File: src/rtl/cpu_pkg.sv
// Shared CPU pipeline definitions: fetch FSM states, reset address, NOP encoding.
package cpu_pkg;

  typedef enum logic [1:0] {
    S_REQ  = 2'd0,
    S_WAIT = 2'd1,
    S_FULL = 2'd2,
    S_DROP = 2'd3
  } fetch_state_t;

  localparam logic [31:0] RESET_PC_DEFAULT = 32'h0000_3000;
  localparam logic [31:0] NOP_INSTR        = 32'h0000_0000;

  // Word-address increment; 30-bit and wraps.
  function automatic logic [29:0] word_inc(input logic [29:0] w);
    return w + 30'd1;
  endfunction

endpackage

File: src/rtl/if_perf_cnt.sv
// Fetch performance counters: handoffs into ID and bubbles inserted into ID.
// Only instantiated when IF_PERF_CNT_EN is defined. Both counters wrap.
module if_perf_cnt (
  input  logic        clk,
  input  logic        rstn,
  input  logic        inc_fetch,
  input  logic        inc_bubble,
  output logic [31:0] fetch_cnt,
  output logic [31:0] bubble_cnt
);

  logic [1:0]       inc;
  logic [1:0][31:0] cnt_all;

  assign inc = {inc_bubble, inc_fetch};

  generate
    for (genvar gi = 0; gi < 2; gi++) begin : g_cnt
      logic [31:0] cnt_reg;

      // Free-running event counter, wraps at 2^32.
      always_ff @(posedge clk or negedge rstn) begin
        if (!rstn) begin
          cnt_reg <= '0;
        end else if (inc[gi]) begin
          cnt_reg <= cnt_reg + 32'd1;
        end
      end

      assign cnt_all[gi] = cnt_reg;
    end
  endgenerate

  assign fetch_cnt  = cnt_all[0];
  assign bubble_cnt = cnt_all[1];

endmodule

File: src/rtl/if_fetch_stage.sv
// Instruction-fetch stage: word PC, single-outstanding imem port, one-entry
// fetch buffer and the IF/ID register. Jumps resolved in ID use delay-slot
// semantics. Optional IF_PERF_CNT_EN adds handoff/bubble counters.
module if_fetch_stage
  import cpu_pkg::*;
#(
  parameter logic [31:0] RESET_PC = RESET_PC_DEFAULT
) (
  input  logic        clk,
  input  logic        rstn,
  input  logic        pc_write,
  input  logic        if_flush,
  input  logic [29:0] flush_pc,
  input  logic [29:0] jpc,
  input  logic        jpc_avail,
  output logic        imem_req,
  output logic [29:0] imem_addr,
  input  logic        imem_ack,
  input  logic [31:0] imem_rdata,
  output logic        id_valid,
  output logic [29:0] id_pcp1,
  output logic [31:0] id_instr
`ifdef IF_PERF_CNT_EN
  ,
  output logic [31:0] perf_fetch_cnt,
  output logic [31:0] perf_bubble_cnt
`endif
);

  localparam logic [29:0] RESET_WORD = RESET_PC[31:2];

  fetch_state_t state_reg, state_next;
  logic [29:0]  pc_reg;
  logic         redir_v_reg;
  logic [29:0]  redir_pc_reg;
  logic [29:0]  fbuf_pc_reg;
  logic [31:0]  fbuf_instr_reg;
  logic         id_valid_reg;
  logic [29:0]  id_pcp1_reg;
  logic [31:0]  id_instr_reg;

  logic         avail;
  logic         handoff;
  logic         bubble;
  logic         capture;
  logic         fbuf_load;
  logic [29:0]  fetch_pc;
  logic [31:0]  fetch_instr;
  logic [29:0]  target;

  // An instruction is ready either from the buffer or straight off the memory bus.
  assign avail       = (state_reg == S_FULL) | ((state_reg == S_WAIT) & imem_ack);
  assign fetch_pc    = (state_reg == S_FULL) ? fbuf_pc_reg : pc_reg;
  assign fetch_instr = (state_reg == S_FULL) ? fbuf_instr_reg : imem_rdata;
  assign handoff     = pc_write & avail & ~if_flush;
  assign bubble      = if_flush | (pc_write & ~avail);
  // A taken jump seen before its delay slot arrives is remembered for that slot.
  assign capture     = pc_write & jpc_avail & ~handoff & ~if_flush;
  assign fbuf_load   = (state_reg == S_WAIT) & imem_ack & ~pc_write & ~if_flush;
  assign target      = jpc_avail   ? jpc :
                       redir_v_reg ? redir_pc_reg : word_inc(pc_reg);

  assign imem_req  = (state_reg == S_REQ) & ~if_flush;
  assign imem_addr = pc_reg;
  assign id_valid  = id_valid_reg;
  assign id_pcp1   = id_pcp1_reg;
  assign id_instr  = id_instr_reg;

  // Fetch FSM state register.
  always_ff @(posedge clk or negedge rstn) begin
    if (!rstn) begin
      state_reg <= S_REQ;
    end else begin
      state_reg <= state_next;
    end
  end

  // Next-state logic; a flush with a request still outstanding must swallow its ack.
  always_comb begin
    state_next = state_reg;
    if (if_flush) begin
      if (((state_reg == S_WAIT) || (state_reg == S_DROP)) && !imem_ack) begin
        state_next = S_DROP;
      end else begin
        state_next = S_REQ;
      end
    end else begin
      case (state_reg)
        S_REQ:   state_next = S_WAIT;
        S_WAIT:  if (imem_ack) state_next = pc_write ? S_REQ : S_FULL;
        S_FULL:  if (pc_write) state_next = S_REQ;
        S_DROP:  if (imem_ack) state_next = S_REQ;
        default: state_next = S_REQ;
      endcase
    end
  end

  // PC and pending-redirect registers.
  always_ff @(posedge clk or negedge rstn) begin
    if (!rstn) begin
      pc_reg       <= RESET_WORD;
      redir_v_reg  <= 1'b0;
      redir_pc_reg <= '0;
    end else if (if_flush) begin
      pc_reg      <= flush_pc;
      redir_v_reg <= 1'b0;
    end else if (handoff) begin
      pc_reg      <= target;
      redir_v_reg <= 1'b0;
    end else if (capture) begin
      redir_pc_reg <= jpc;
      redir_v_reg  <= 1'b1;
    end
  end

  // One-entry fetch buffer, filled when data returns during a stall.
  always_ff @(posedge clk or negedge rstn) begin
    if (!rstn) begin
      fbuf_pc_reg    <= '0;
      fbuf_instr_reg <= NOP_INSTR;
    end else if (fbuf_load) begin
      fbuf_pc_reg    <= pc_reg;
      fbuf_instr_reg <= imem_rdata;
    end
  end

  // IF/ID pipeline register: load on handoff, bubble otherwise, hold on stall.
  always_ff @(posedge clk or negedge rstn) begin
    if (!rstn) begin
      id_valid_reg <= 1'b0;
      id_pcp1_reg  <= '0;
      id_instr_reg <= NOP_INSTR;
    end else if (handoff) begin
      id_valid_reg <= 1'b1;
      id_pcp1_reg  <= word_inc(fetch_pc);
      id_instr_reg <= fetch_instr;
    end else if (bubble) begin
      id_valid_reg <= 1'b0;
      id_instr_reg <= NOP_INSTR;
    end
  end

  // Exactly one request in flight: a response is only legal while one is outstanding.
  assert property (@(posedge clk) disable iff (!rstn)
    imem_ack |-> ((state_reg == S_WAIT) || (state_reg == S_DROP)));

`ifdef IF_PERF_CNT_EN
  if_perf_cnt u_perf_cnt (
    .clk        (clk),
    .rstn       (rstn),
    .inc_fetch  (handoff),
    .inc_bubble (bubble),
    .fetch_cnt  (perf_fetch_cnt),
    .bubble_cnt (perf_bubble_cnt)
  );
`endif

endmodule

File: config.mk
export PLATFORM = sky130hd
export DESIGN_NAME = if_fetch_stage
export DESIGN_NICKNAME = d
export VERILOG_FILES = /design/src/rtl/cpu_pkg.sv /design/src/rtl/if_perf_cnt.sv /design/src/rtl/if_fetch_stage.sv
export SDC_FILE = /design/constraint.sdc
export NUM_CORES = 1
export LEC_CHECK = 0
export CORE_MARGIN = 2
export CORE_UTILIZATION = 50
export DETAILED_ROUTE_END_ITERATION = 7
export PLACE_DENSITY = 0.87
export SYNTH_ARGS = -nofsm -noshare
export SYNTH_HDL_FRONTEND = slang
export SYNTH_SLANG_ARGS = --single-unit
export TNS_END_PERCENT = 20
File: constraint.sdc
create_clock -name clk -period 4.8 [get_ports clk]
set_input_delay 0.96 -clock clk [delete_from_list [all_inputs] [get_ports clk]]
set_output_delay 0.96 -clock clk [all_outputs]
set_load 0.005 [all_outputs]
Word-level counts from Yosys, hierarchy flattened:

Cells that the tools add are included.
W data, S select, Z words.

* add/sub/neg operators: 2
* multipliers: 0
* div/mod/pow operators: 0
* order comparisons: 0
* eq/ne operators: 6
* shift-type cells: 0
* multiplexer cells: 20
* bitwise operators: 16
* reductions and logical operators: 9

Operator list (count)
* $mux W30: 5
* $mux W32: 3
* $add A30 B1 Y30 const B: 2
* $mux W2: 6
* $and A1 B1 Y1: 10
* $ne A3 B3 Y1 const B: 3
* $pmux W2 S4: 1
* $reduce_and A3 Y1: 2
* $mux W1: 5
* $eq A2 B2 Y1 const B: 2
* $not A1 Y1: 4
* $reduce_bool A2 Y1: 2
* $reduce_bool A3 Y1: 1
* $eq A2 B1 Y1 const B: 1
* $logic_not A2 Y1: 1
* $or A1 B1 Y1: 2
* $logic_and A1 B1 Y1: 1
* $logic_not A1 Y1: 1
* $logic_or A1 B1 Y1: 1

* bits in registers: 188
* bits in latches: 0
* memory bits (writable): 0
* ROM bits: 0
* bits of input ports: 98
* output and inout bits: 94
* logic and storage cells: 62
* memories: 0

Longest topological paths before layout:

Gate-level depths: netlist of the first run.

* word-level depth: 11
* depth in mapped cells: 15
* gate-level depth less buffers: 10

Worst setup path before layout of the first run:

Ideal clock, no wire load.

* path type: register to register
* from: register state_reg[1]
* to: register id_pcp1_reg[26] (netlist: id_pcp1[26])
* setup time: 0.140 ns
* arrival time: 2.762 ns
* required time: 4.660 ns
* path slack: 1.898 ns
* stages on the path, launching flop included: 16
* buffers on the path: 5
* clock period less this slack: 2.902 ns
* path through: dfrtp_1 -> nor2b_4 -> buf_6 -> buf_12 -> buf_8 -> buf_4 -> buf_2 -> nand2_1 -> nand2_1 -> ha_1 -> nand2_1 -> mux2i_4 -> nand4_1 -> nor4_2 -> mux2i_1 -> o311ai_1

* longest elaborated chain between the ends: 5
* elaborated cells between the ends (all ways): 8
* classes of those cells: add/sub (1); eq/ne (2); mux (1); bitwise (4)

Ends and longest elaborated chain
* start: declaration: RTL line if_fetch_stage.sv:32 `fetch_state_t state_reg, state_next;`
* start signal: assignment: RTL line if_fetch_stage.sv:74 `state_reg <= state_next;`
* parallel branches: the longest is 5 deep, another holds $add A30 B1 Y30
* end signal: assignment: RTL line if_fetch_stage.sv:135 `id_pcp1_reg <= word_inc(fetch_pc);`
* end: declaration: RTL line if_fetch_stage.sv:39 `logic [29:0] id_pcp1_reg;`

Several ways; the timed one is not identified.
A chain may end at the register's enable or synchronous reset.

Worst setup path after layout of the first run:

Same ends and word-level chain as after synthesis.

==> results of run 1 <==
worst max-delay path by stage:
stage | end | depth (start not counted)
global placement | redir_pc_reg[4] | 7
finish | id_pcp1[26] | 7
CTS | id_pcp1[26] | 7
global route | id_pcp1[17] | 7
floorplan | id_pcp1[26] | 15
detailed placement | imem_addr[22] | 7
power groups by stage:
stage	combinational, mW	sequential, mW	clock, mW
after floorplan	0.979	2.39	0
after global placement	1.60	2.47	0
after detailed placement	1.65	2.51	0
after CTS	1.68	2.49	1.59
after global routing	1.81	2.56	1.66
final	1.67	2.50	1.57
worst max-delay path: stages, from the launching register on:
cell and delay [ps]:
dfrtp_1 460, nor2b_4 660, buf_4 560, mux2i_4 350, nand3_2 250, nor4_2 530, mux2i_1 250, o311ai_1 130
cell type report:
cell class | instances | area (um2) | area share
Multi-Input combinational cell | 714 | 4954 | 0.3888
Clock buffer | 17 | 425.4 | 0.03339
Sequential cell | 188 | 4707 | 0.3695
Clock inverter | 15 | 232.7 | 0.01827
Inverter | 13 | 48.80 | 0.003830
Tap cell | 265 | 331.6 | 0.02603
Timing Repair Buffer | 207 | 2041 | 0.1602
synth_stat cells, types with 10 or more instances:
cell / count
xnor2_1: 19
nand3_1: 22
o21ai_0: 85
mux2i_1: 65
clkbuf_1: 43
mux2_2: 97
nor4_1: 14
dfrtp_1: 186
buf_2: 12
nor3_1: 17
xor2_1: 14
a21oi_1: 44
nand2_1: 140
nor2_1: 49
nand4_1: 13
inv_1: 13
buf_1: 10
through the flow:
step,hold slack [ps],total power [mW]
CTS,483.2,5.756
floorplan,469.8,3.369
detailed placement,466.9,4.165
global route,505.5,6.034
global placement,458.4,4.071
finish,478.8,5.739
kinds of logic (layout without fill, tap and decap cells):
logic type                 count (synthesis)  in the layout  share of synthesized area
AOI/OAI and AO/OA                        203            203                     0.1212
xor gates and xnor gates                  33             33                    0.02880
adders and majority gates                  2              2                   0.002493
buffers and inverters                     86            252                    0.03915
DFF                                      188            188                     0.4690
muxes                                    169            169                     0.1878
and+or+nand+nor                          307            307                     0.1516
per-layer routing:
layer	global-route usage	vias up
li1	-	3857
met1	0.3637	4131
met2	0.4132	483
met3	0.05016	71
met4	0.1029	0
met5	0	-
==> impl_metrics.py, run 1 <==
metrics = {
    "run": {
        "maxCapViolCount": 0,
    },
    "detailed_routing": {
        "drtIter0Drc": 1106,
        "first_pass_iters": 6,
        "vias_per_cell": 6.020,
        "vias": 8542,
        "wl_met3_mm": 2.289,
        "wl_per_cell_um": 19.53,
        "top_layer": "met4",
        "wl_met1_mm": 11.48,
        "dr_wl_met2_mm": 13.00,
        "postRouteAntennaNets": 0,
        "drcViolationCount": 0,
        "drt-total-wl_mm": 27.72,
    },
    "power_and_ir_drop": {
        "p_clk_frac": 0.273,
        "seqPwrFrac": 0.435,
        "intPower_mw": 3.955,
        "p_leak_nw": 5.278,
        "p_sw_mw": 1.784,
        "pwr-share-comb": 0.292,
        "p_sw_frac": 0.3109,
        "cellPowerDensity_nw_per_um2": 450.5,
        "irDropWorstVdd_mv": 0.2864,
    },
    "sta": {
        "drv_slew": 0,
        "worst_pin_slew_ps": 1151,
        "max_slew_margin": 0.2325,
        "finClkSkew_ps": 7.517,
        "rsz0062_at_grt": "false",
        "final_hold_viol_count": 0,
        "fin_tns_setup_ps": 0,
        "setup_violations": 0,
        "min_period_ps": 3346,
        "setup_ws_ps": 1454,
        "fmax_mhz": 298.9,
        "post-route-period-util": 0.6970,
    },
    "yosys": {
        "postSynthAreaPerCell_um2": 10.16,
        "synth_top_area_share": 0.4638,
        "yosysTopAreaCell": "dfrtp_1",
        "syn_nets": 1088,
        "ys_dominant_reg_cell": "dfrtp_1",
        "synth_area_leaders": "dfrtp_1, mux2_2, mux2i_1",
        "yosysSeqAreaShare": 0.4690,
        "syn_area_um2": 10040,
        "synth_edf_count": 0,
        "async_flop_share": 1.000,
        "ys_warn_count": 0,
        "synth_seq_cells": 188,
        "postSynthCellCount": 988,
        "ys_types": 71,
    },
    "cts": {
        "cts_resized": 0,
        "clockRootBuffer": "clkbuf_16",
        "post-cts-setup-buffers": 0,
        "cts_tree": "built",
        "clk_latency_ps": 430,
        "cts_sinks": 188,
        "cts_htree_levels": 4,
        "ctsHoldBuffers": 0,
        "cts_made_buffers": 17,
        "clk_pin_slew_ps": 70,
        "clockBufferDepth": 2,
    },
    "placed_design": {
        "numPortBuffers": 191,
        "pre_cts_ws_ps": 1560,
        "placed_area_um2": 12080,
        "dp_hpwl_mm": 19.31,
        "gp_congestion": 0.9561,
        "dp.cells": 1387,
    },
    "critical_path": {
        "worst-setup-path-type": "flop to flop",
        "crit_path_start_kind": "flop",
        "cp.arrival_ps": 3630,
        "cp_data_required_time_ps": 5090,
        "r2r_cells": 7,
        "rrSetupSlack_ps": 1450,
        "critPathLaunch": "state_reg[1]",
        "timing.rr.end": "id_pcp1[26]",
        "cp-end-kind": "flop",
        "rr_startpoint": "state_reg[1]",
        "crit_path_max_fanout": 34,
    },
    "min_path": {
        "min_from": "id_valid",
        "hold_depth": 2,
        "hold_path_end": "id_valid",
        "min_path_type": "flop to flop",
    },
    "die": {
        "start_util": 0.5123,
        "die-area_um2": 21220,
        "row_count": 51,
        "ios": 192,
        "die_w_um": 145.7,
        "die_h_um": 145.7,
        "core_area_um2": 19590,
    },
    "cells_and_area": {
        "num-fill-cells": 1476,
        "layout.nets": 1241,
        "drive_above_1_share": 0.1560,
        "design_area_um2": 12740,
        "final_util": 0.6503,
        "antenna_cells": 0,
        "layout_common_cells": "clkdlybuf4s50_1, dfrtp_1, nand2_1",
        "synthToLayoutAreaGrowth_pct": 26.94,
        "stdcell_count": 1419,
        "final_common_cell": "clkdlybuf4s50_1",
    },
    "global_route": {
        "grt_max_degree": 92,
        "grt_pass1_wl_mm": 44.88,
        "grt_pass1_vias": 8394,
        "antenna_found_initial": 0,
        "gr-usage-all-layers": 0.2634,
        "grt_overflow": 0,
    },
    "status": {
        "status": "finished, final reports clean",
    },
}
(Power assumes the default switching activity.)
==> inputs of run 2 (changes only) <==
clock period = 3.2 ns   (was 4.8 ns; I/O delays follow)
==> run 2 against run 1 <==
  * Worst setup slack lost 1200 ps
  * First-iteration DRC count shrank 22%
  * Largest power group unchanged
  * Sequential share of layout area shrank 0.31 points
  * Clock skew grew 0.94 ps
  * Power grew 51%
  * Design area grew 0.84%
  * Non-clock buffer count grew 5
  * Sequential cell count is the same
  * Clock power grew 54%
  * Final cell count grew 0.35%
  * Highest routed layer unchanged
  * Critical path depth is the same
==> impl_metrics.py, run 2 (same netlist as run 1, synthesis figures left out) <==
metrics = {
    "sta": {
        "setup_violations": 0,
        "setup_ws_ps": 298.4,
        "worst_pin_slew_ps": 859.2,
        "finClkSkew_ps": 8.460,
        "fin_tns_setup_ps": 0,
        "drv_slew": 0,
        "fmax_mhz": 344.6,
        "max_slew_margin": 0.4261,
        "final_hold_viol_count": 0,
        "rsz0062_at_grt": "false",
        "min_period_ps": 2902,
        "post-route-period-util": 0.9068,
    },
    "placed_design": {
        "numPortBuffers": 191,
        "pre_cts_ws_ps": 349.7,
        "gp_congestion": 0.8858,
        "placed_area_um2": 12180,
        "dp.cells": 1392,
        "dp_hpwl_mm": 19.21,
    },
    "cts": {
        "clk_pin_slew_ps": 70,
        "cts_tree": "built",
        "cts_htree_levels": 4,
        "clockRootBuffer": "clkbuf_16",
        "clk_latency_ps": 430,
        "post-cts-setup-buffers": 0,
        "ctsHoldBuffers": 0,
        "clockBufferDepth": 2,
        "cts_resized": 0,
        "cts_sinks": 188,
        "cts_made_buffers": 17,
    },
    "detailed_routing": {
        "wl_per_cell_um": 19.52,
        "first_pass_iters": 5,
        "drt-total-wl_mm": 27.79,
        "drtIter0Drc": 860,
        "vias_per_cell": 5.920,
        "postRouteAntennaNets": 0,
        "drcViolationCount": 0,
        "vias": 8430,
    },
    "power_and_ir_drop": {
        "p_leak_nw": 5.335,
        "p_sw_frac": 0.3104,
        "seqPwrFrac": 0.430,
        "p_sw_mw": 2.689,
        "pwr-share-comb": 0.292,
        "cellPowerDensity_nw_per_um2": 674.5,
        "intPower_mw": 5.976,
        "p_clk_frac": 0.278,
        "power_mw": 8.666,
        "irDropWorstVdd_mv": 0.4676,
    },
    "min_path": {
        "min_path_type": "input port to asynchronous set/reset pin",
    },
    "global_route": {
        "grt_pass1_vias": 8228,
        "grt_overflow": 0,
        "gr-usage-all-layers": 0.2605,
        "grt_pass1_wl_mm": 44.32,
        "grt_max_degree": 77,
        "antenna_found_initial": 0,
    },
    "cells_and_area": {
        "design_area_um2": 12850,
        "synthToLayoutAreaGrowth_pct": 28.01,
        "stdcell_count": 1424,
        "final_common_cell": "clkdlybuf4s50_1",
        "drive_above_1_share": 0.1596,
        "regArea_um2": 4707,
        "layout.nets": 1246,
        "num-fill-cells": 1478,
        "multi_input_area_um2": 4954,
        "layout_common_cells": "clkdlybuf4s50_1, dfrtp_1, nand2_1",
        "antenna_cells": 0,
    },
    "die": {
        "die_h_um": 145.7,
        "core_area_um2": 19590,
        "die-area_um2": 21220,
        "start_util": 0.5123,
        "ios": 192,
        "die_w_um": 145.7,
        "row_count": 51,
    },
    "critical_path": {
        "r2r_cells": 7,
        "cp.arrival_ps": 3210,
        "crit_path_max_fanout": 47,
        "cp_data_required_time_ps": 3510,
        "cp-end-kind": "flop",
        "crit_path_start_kind": "flop",
        "worst-setup-path-type": "flop to flop",
    },
    "run": {
        "maxCapViolCount": 0,
    },
    "status": {
        "status": "finished, final reports clean",
    },
}
[run 2: cell types whose count changed in the layout (fill, tap and decap cells not counted), sizes merged]
| cell | change |
|---|---|
| inv | +1 |
| buf | +5 |
| clkbuf | +1 |
| clkinvlp | -2 |
[run 2: metrics by stage]
stage / utilization / hold WS [ps]
finish: 0.6558 / 220.0
global route: 0.6558 / 287.8
CTS: 0.6558 / 260.1
detailed placement: 0.6218 / 467.9
global placement: 0.6218 / 460.1
floorplan: - / 344.4
[run 2: area by class of cell]
| type | count | share of cell area |
|---|---|---|
| Timing Repair Buffer | 212 | 0.1666 |
| Clock buffer | 18 | 0.03418 |
| Multi-Input combinational cell | 714 | 0.3856 |
| Clock inverter | 14 | 0.01763 |
| Sequential cell | 188 | 0.3664 |
| Tap cell | 265 | 0.02581 |
| Inverter | 13 | 0.003798 |
[run 2: critical path: stages (launching register included)]
cell	delay (ps)
dfrtp_1	460
nor2b_4	380
buf_12	320
mux2i_1	450
nand4_2	300
nor4_4	510
nor3_1	80
a221o_1	270
[run 2: power by group through the flow]
stage | sequential [mW] | clock (mW) | combinational (mW)
after floorplan | 3.59 | 0 | 1.47
after global placement | 3.69 | 0 | 2.44
after detailed placement | 3.75 | 0 | 2.51
after CTS | 3.72 | 2.43 | 2.54
after global routing | 3.83 | 2.52 | 2.75
final | 3.73 | 2.41 | 2.53
[run 2: per-layer routing]
layer  track usage  wire length, um
met3       0.04953             1934
met4       0.09608              942
met2        0.4057            12880
met1        0.3646            12040
met5             0                0
[run 2: path summary, 6_finish.rpt]
kind / from / to / slack [ps]
worst max-delay path: state_reg[1] / id_pcp1[21] / 300
worst min-delay path: rstn / redir_pc_reg[4] / 220
worst max register to register: state_reg[1] / id_pcp1[21] / 300
worst min register to register: id_pcp1[13] / id_pcp1[13] / 480
max in group asynchronous: rstn / id_pcp1[25] / 2150
min in group clk: id_pcp1[13] / id_pcp1[13] / 480
==> inputs of run 3 (changes only) <==
SLEW_MARGIN = 30   (was not set)
==> results of run 3 <==
No change in the layout: final DEF, timing and power equal those of run 2.
